==> config.mk <==
export PLATFORM = sky130hd
export DESIGN_NAME = matmult_seq
export DESIGN_NICKNAME = d
export VERILOG_FILES = /design/src/rtl/matmult_seq.sv
export SDC_FILE = /design/constraint.sdc
export NUM_CORES = 1
export LEC_CHECK = 0
export ABC_AREA = 1
export CORE_AREA = 3 3 298 300
export CTS_BUF_LIST = sky130_fd_sc_hd__clkbuf_8
export CTS_CLUSTER_DIAMETER = 80
export CTS_CLUSTER_SIZE = 25
export DETAILED_ROUTE_END_ITERATION = 7
export DIE_AREA = 0 0 301 303
export HOLD_SLACK_MARGIN = 0.15
export PLACE_DENSITY_LB_ADDON = 0.15
export SLEW_MARGIN = 0
export SYNTH_ARGS = -nofsm -noshare
export SYNTH_HDL_FRONTEND = slang
export SYNTH_SLANG_ARGS = --single-unit
==> constraint.sdc <==
create_clock -name clk -period 6 [get_ports clk]
set_input_delay 0.9 -clock clk [delete_from_list [all_inputs] [get_ports clk]]
set_output_delay 0.9 -clock clk [all_outputs]
set_load 0.1 [all_outputs]
==> src/rtl/matmult_seq.sv <==
// rtl/matmult_seq.sv - job sequencer feeding the 8x8 byte-matrix multiplier core (optional watchdog: MMSEQ_TIMEOUT_EN)
module matmult_seq #(
    parameter int ADDR_W         = 16,
    parameter int TIMEOUT_CYCLES = 1024
) (
    input  logic              clk,
    input  logic              rst,
    input  logic              job_valid,
    output logic              job_ready,
    input  logic [ADDR_W-1:0] job_a_base,
    input  logic [ADDR_W-1:0] job_b_base,
    output logic              mem_req,
    output logic [ADDR_W-1:0] mem_addr,
    input  logic              mem_gnt,
    input  logic              mem_rvalid,
    input  logic [63:0]       mem_rdata,
    output logic              mm_valid,
    output logic [2:0]        mm_addra,
    output logic [63:0]       mm_inpa,
    output logic [2:0]        mm_addrb,
    output logic [63:0]       mm_inpb,
    output logic              mm_start,
    input  logic [255:0]      mm_c,
    input  logic              mm_done,
    output logic              res_valid,
    output logic [255:0]      res_data,
    input  logic              res_ready,
    output logic              busy,
    output logic              err
);

    localparam logic [3:0] S_IDLE      = 4'd0;
    localparam logic [3:0] S_REQ_A     = 4'd1;
    localparam logic [3:0] S_WAIT_A    = 4'd2;
    localparam logic [3:0] S_REQ_B     = 4'd3;
    localparam logic [3:0] S_WAIT_B    = 4'd4;
    localparam logic [3:0] S_PUSH      = 4'd5;
    localparam logic [3:0] S_START     = 4'd6;
    localparam logic [3:0] S_WAIT_DONE = 4'd7;
    localparam logic [3:0] S_OUT       = 4'd8;

    logic [3:0]        state;
    logic [2:0]        row;
    logic [ADDR_W-1:0] a_base;
    logic [ADDR_W-1:0] b_base;
    logic [63:0]       a_row;
    logic [ADDR_W-1:0] row_ext;

`ifdef MMSEQ_TIMEOUT_EN
    localparam int TO_W = (TIMEOUT_CYCLES > 1) ? $clog2(TIMEOUT_CYCLES) : 1;
    logic [TO_W-1:0] to_cnt;
    logic            err_q;
    assign err = err_q;
`else
    localparam int unused_timeout = TIMEOUT_CYCLES;
    assign err = 1'b0;
`endif

    assign row_ext = {{(ADDR_W-3){1'b0}}, row};

    // Status, request and strobe outputs are pure decodes of the state;
    // the address wraps naturally in ADDR_W-bit arithmetic.
    always_comb begin
        job_ready = (state == S_IDLE);
        busy      = (state != S_IDLE);
        mem_req   = (state == S_REQ_A) || (state == S_REQ_B);
        mem_addr  = (state == S_REQ_B) ? (b_base + row_ext) : (a_base + row_ext);
        mm_valid  = (state == S_PUSH);
        mm_start  = (state == S_START);
    end

    // Sequencer: fetch A/B row pairs, push each pair to the core, start, collect result.
    always_ff @(posedge clk or negedge rst) begin
        if (!rst) begin
            state     <= S_IDLE;
            row       <= 3'd0;
            a_base    <= '0;
            b_base    <= '0;
            a_row     <= 64'd0;
            mm_addra  <= 3'd0;
            mm_addrb  <= 3'd0;
            mm_inpa   <= 64'd0;
            mm_inpb   <= 64'd0;
            res_valid <= 1'b0;
            res_data  <= 256'd0;
`ifdef MMSEQ_TIMEOUT_EN
            to_cnt    <= '0;
            err_q     <= 1'b0;
`endif
        end else begin
            case (state)
                S_IDLE: begin
                    if (job_valid) begin
                        a_base <= job_a_base;
                        b_base <= job_b_base;
                        row    <= 3'd0;
                        state  <= S_REQ_A;
                    end
                end
                S_REQ_A: begin
                    if (mem_gnt) state <= S_WAIT_A;
                end
                S_WAIT_A: begin
                    if (mem_rvalid) begin
                        a_row <= mem_rdata;
                        state <= S_REQ_B;
                    end
                end
                S_REQ_B: begin
                    if (mem_gnt) state <= S_WAIT_B;
                end
                S_WAIT_B: begin
                    // Core-facing row registers only change here, so they hold between pushes.
                    if (mem_rvalid) begin
                        mm_addra <= row;
                        mm_addrb <= row;
                        mm_inpa  <= a_row;
                        mm_inpb  <= mem_rdata;
                        state    <= S_PUSH;
                    end
                end
                S_PUSH: begin
                    if (row == 3'd7) begin
                        row   <= 3'd0;
                        state <= S_START;
                    end else begin
                        row   <= row + 3'd1;
                        state <= S_REQ_A;
                    end
                end
                S_START: begin
`ifdef MMSEQ_TIMEOUT_EN
                    to_cnt <= '0;
`endif
                    state  <= S_WAIT_DONE;
                end
                S_WAIT_DONE: begin
                    if (mm_done) begin
                        res_data  <= mm_c;
                        res_valid <= 1'b1;
                        state     <= S_OUT;
                    end
`ifdef MMSEQ_TIMEOUT_EN
                    else if (to_cnt == TO_W'(TIMEOUT_CYCLES - 1)) begin
                        err_q     <= 1'b1;
                        res_data  <= 256'd0;
                        res_valid <= 1'b1;
                        state     <= S_OUT;
                    end else begin
                        to_cnt <= to_cnt + 1'b1;
                    end
`endif
                end
                S_OUT: begin
                    if (res_ready) begin
                        res_valid <= 1'b0;
                        state     <= S_IDLE;
                    end
                end
                default: state <= S_IDLE;
            endcase
        end
    end

endmodule

==> results of run 1 <==
[placed cells by master (no fill, tap or decap), drive strengths merged, types with 8 or more instances in the layout]
master         synthesis  layout
a21oi                  9       9
o21ai                139     139
clkbuf                 9      40
clkinv                 0       8
inv                   95     110
dfrtp                491     491
nand2                217     217
nor2                  26      26
buf                   65      30
mux2                 346     346
nand3                 23      23
clkdlybuf4s50          0     752
nand4                  9       9
[final timing paths]
kind / to / cells after the start
max: mem_addr[8] / 13
min in group clk: mm_inpa[30] / 2
max in group asynchronous: a_row[5] / 2
min reg2reg: mm_inpa[30] / 2
max reg2reg: res_data[146] / 5
min: mm_inpa[7] / 1
[registers in the layout, indices dropped and copies added (netlist names)]
| register | cells |
|---|---|
| state | 4 |
| res_data | 256 |
| a_base | 16 |
| mm_inpb | 64 |
| res_valid | 1 |
| a_row | 64 |
| mm_inpa | 64 |
| b_base | 16 |
| mm_addrb | 3 |
| row | 3 |
[metal layers]
layer / wire length, um / global-route usage [%] / vias to the layer above
li1: - / - / 6341
met1: 26600 / 16.5 / 6779
met2: 37700 / 28.1 / 503
met3: 6160 / 5.60 / 92
met4: 1430 / 3.12 / 10
met5: 66 / 0 / -
[per-stage QoR]
step,area (um^2),util [%],hold slack (ps),std cells
6_report,28800,33.2,292,3385
5_1_grt,28700,33.2,283,3383
4_1_cts,28700,33.2,268,3383
3_5_place_dp,27900,32.3,476,3316
3_3_place_gp,27900,32.3,473,3316
2_1_floorplan,19200,-,456,1453
[area by class of cell]
type                            count  area (um^2)  share of cell area (%)
Clock inverter                     27          251                   0.875
Timing Repair Buffer              782         7850                    27.3
Clock buffer                       40          551                    1.91
Antenna cell                        2         5.00                  0.0174
Tap cell                         1155         1450                    5.03
Multi-Input combinational cell    793         6010                    20.9
Sequential cell                   491        12300                    42.7
Inverter                           95          357                    1.24
[cells by family (layout without fill, tap and decap cells)]
kind of cell / after synthesis / after routing
flops: 491 / 491
fa+ha+maj: 6 / 6
mux: 346 / 346
compound gates: 152 / 152
simple gates: 282 / 282
xor+xnor: 6 / 6
other cells: 1 / 3
buf+inv: 169 / 944
==> results.tsv, run 1 <==
stage	metric	value	unit
status	run status	complete, no violations	
clocking	worst-skew pair later-pin latency	630	ps
logic_synthesis	ys flop type	dfrtp_1	
logic_synthesis	EDFF count, synth	0	
logic_synthesis	Syn Inst Count	1453	
critical_path	crit path from	state[3]	
layout	fill count	8681	
clocking	CTS tree	yes	
timing	Worst Clk Skew	34.8	ps
clocking	total CTS buffers	37	
critical_path	slowest stage delay, CP	1150	ps
floorplanning	overall die height	303	um
floorplanning	Die W	301	um
logic_synthesis	Yosys cell types	37	
logic_synthesis	synth cell count leaders	dfrtp_1, mux2_1, nand2_1	
clocking	CTS max path bufs	3	
critical_path	critical path fanouts, max	18	
timing	Slew Limit Fails	0	
grt	largest net degree at the start of global routing	157	
critical_path	Setup CP Type	flip-flop to output pin	
run	MaxCap Viol Count	0	
timing	relative slew slack	19.3	%
critical_path	worst-path cell chain	nor2_4 -> nand2_4 -> nand2_1 -> nand2_1 -> ha_1 -> fa_1 -> a21o_1 -> nand3_2 -> inv_2 -> nand3_1 -> o21ai_1 -> nand2_1 -> clkdlybuf4s50_1	
critical_path	WP data arrival	4340	ps
grt	vias in the first global route	14700	
timing	Fmax achieved	191	MHz
drt	DRC violations left	0	
critical_path	sum of buffers and inverters on the critical path	2	
timing	Worst Max-Slew Pin Slew	1210	ps
clocking	Worst-path clk slew	120	ps
critical_path	FF-to-FF setup slack	3310	ps
logic_synthesis	most frequent cell after synthesis	dfrtp_1	
timing	Period Utilization, post-route	87.3	%
place	GPL Wtd Cong	0.904	
timing	Worst Setup Slack, final	762	ps
drt	via count	13700	
clocking	htree depth	2	
drt	DRT Pass-1 Iters	5	
place	PortBufs	770	
critical_path	Slowest-stage cell, CP	clkdlybuf4s50_1	
timing	Setup TNS Final	0	ps
logic_synthesis	XOR/XNOR share of the synthesized area	0.274	%
critical_path	Crit. End Element	output pin	
logic_synthesis	Yosys reg bits	491	
logic_synthesis	share of Yosys cell area claimed by the top area cell type	64.1	%
clocking	TritonCTS Sinks	491	
logic_synthesis	synth top area cells	dfrtp_1, mux2_1, mux2_2, nand2_1, o21ai_0	
critical_path	delay-heaviest family, CP	buffers and inverters	
floorplanning	Rows	108	
floorplanning	core area	0.0865	mm^2
floorplanning	full die area	0.0912	mm^2
logic_synthesis	Syn Area/Cell	13.2	um^2
logic_synthesis	Ys Warns	0	
logic_synthesis	Post-synth ARST share	100	%
timing	Hold Violations, Final	0	
place	Place WS	1430	ps
layout	layout cell share with drive strength beyond 1	9.74	%
drt	post-route ant nets	0	
critical_path	launching element type of the critical path	flip-flop	
drt	1st-iter DRT viols	552	
drt	wirelength, routed	72.0	mm
timing	shortest period the worst path allows	5240	ps
layout	Layout area overhead	50.1	%
clocking	root buf cell	clkbuf_8	
logic_synthesis	adder-cell area share of the yosys netlist	0.431	%
logic_synthesis	mux contribution to synthesized area	20.3	%
grt	Congestion Overflow GR	0	
layout	fin nets	2565	
critical_path	CP most frequent cell	nand2_1	
timing	RSZ-0062 raised after global routing	no	
drt	average wire per standard cell	21.3	um
logic_synthesis	Post-Synth Simple-Gate Area	6.19	%
drt	Via density	4.05	
timing	final setup vio count	0	
logic_synthesis	complex-gate fraction of the synthesized area	4.02	%
min_path	Hold WC Path Type	input port to async pin	
clocking	# hold bufs at CTS	0	
clocking	PostCTS Resize Cnt	0	
logic_synthesis	Mapped Area	0.0192	mm^2
clocking	Setup Fix Bufs, Post-CTS	0	
grt	initial antenna violation count	9	
floorplanning	Starting Density	22.2	%
place	HPWL after detailed placement	55.4	mm
logic_synthesis	post-synthesis net count	1818	
logic_synthesis	sequential-to-total area share from yosys stat	64.1	%
critical_path	RR Startpoint	state[1]	
logic_synthesis	main combinational cell family by area after synthesis	multiplexers	
floorplanning	I/O Pins	772	
critical_path	worst path required time	5100	ps
logic_synthesis	leading area contributor after synthesis	dfrtp_1	
grt	total track usage	15.2	%
grt	first-pass GRT wire length	103	mm
Power of run 1 is left out: the tool's default activity adds up to more than one toggle a clock period on the data nets, which glitch-free logic cannot reach.
==> run 2, diff against run 1 <==
--- a/config.mk
+++ b/config.mk
@@ -14,6 +14,7 @@
 export DIE_AREA = 0 0 301 303
 export HOLD_SLACK_MARGIN = 0.15
 export PLACE_DENSITY_LB_ADDON = 0.15
+export SKIP_CTS_REPAIR_TIMING = 1
 export SLEW_MARGIN = 0
 export SYNTH_ARGS = -nofsm -noshare
 export SYNTH_HDL_FRONTEND = slang
==> results of run 2 <==
Final layout, timing and power as in run 1 (identical DEF).
Power of run 2 is left out for the same reason.
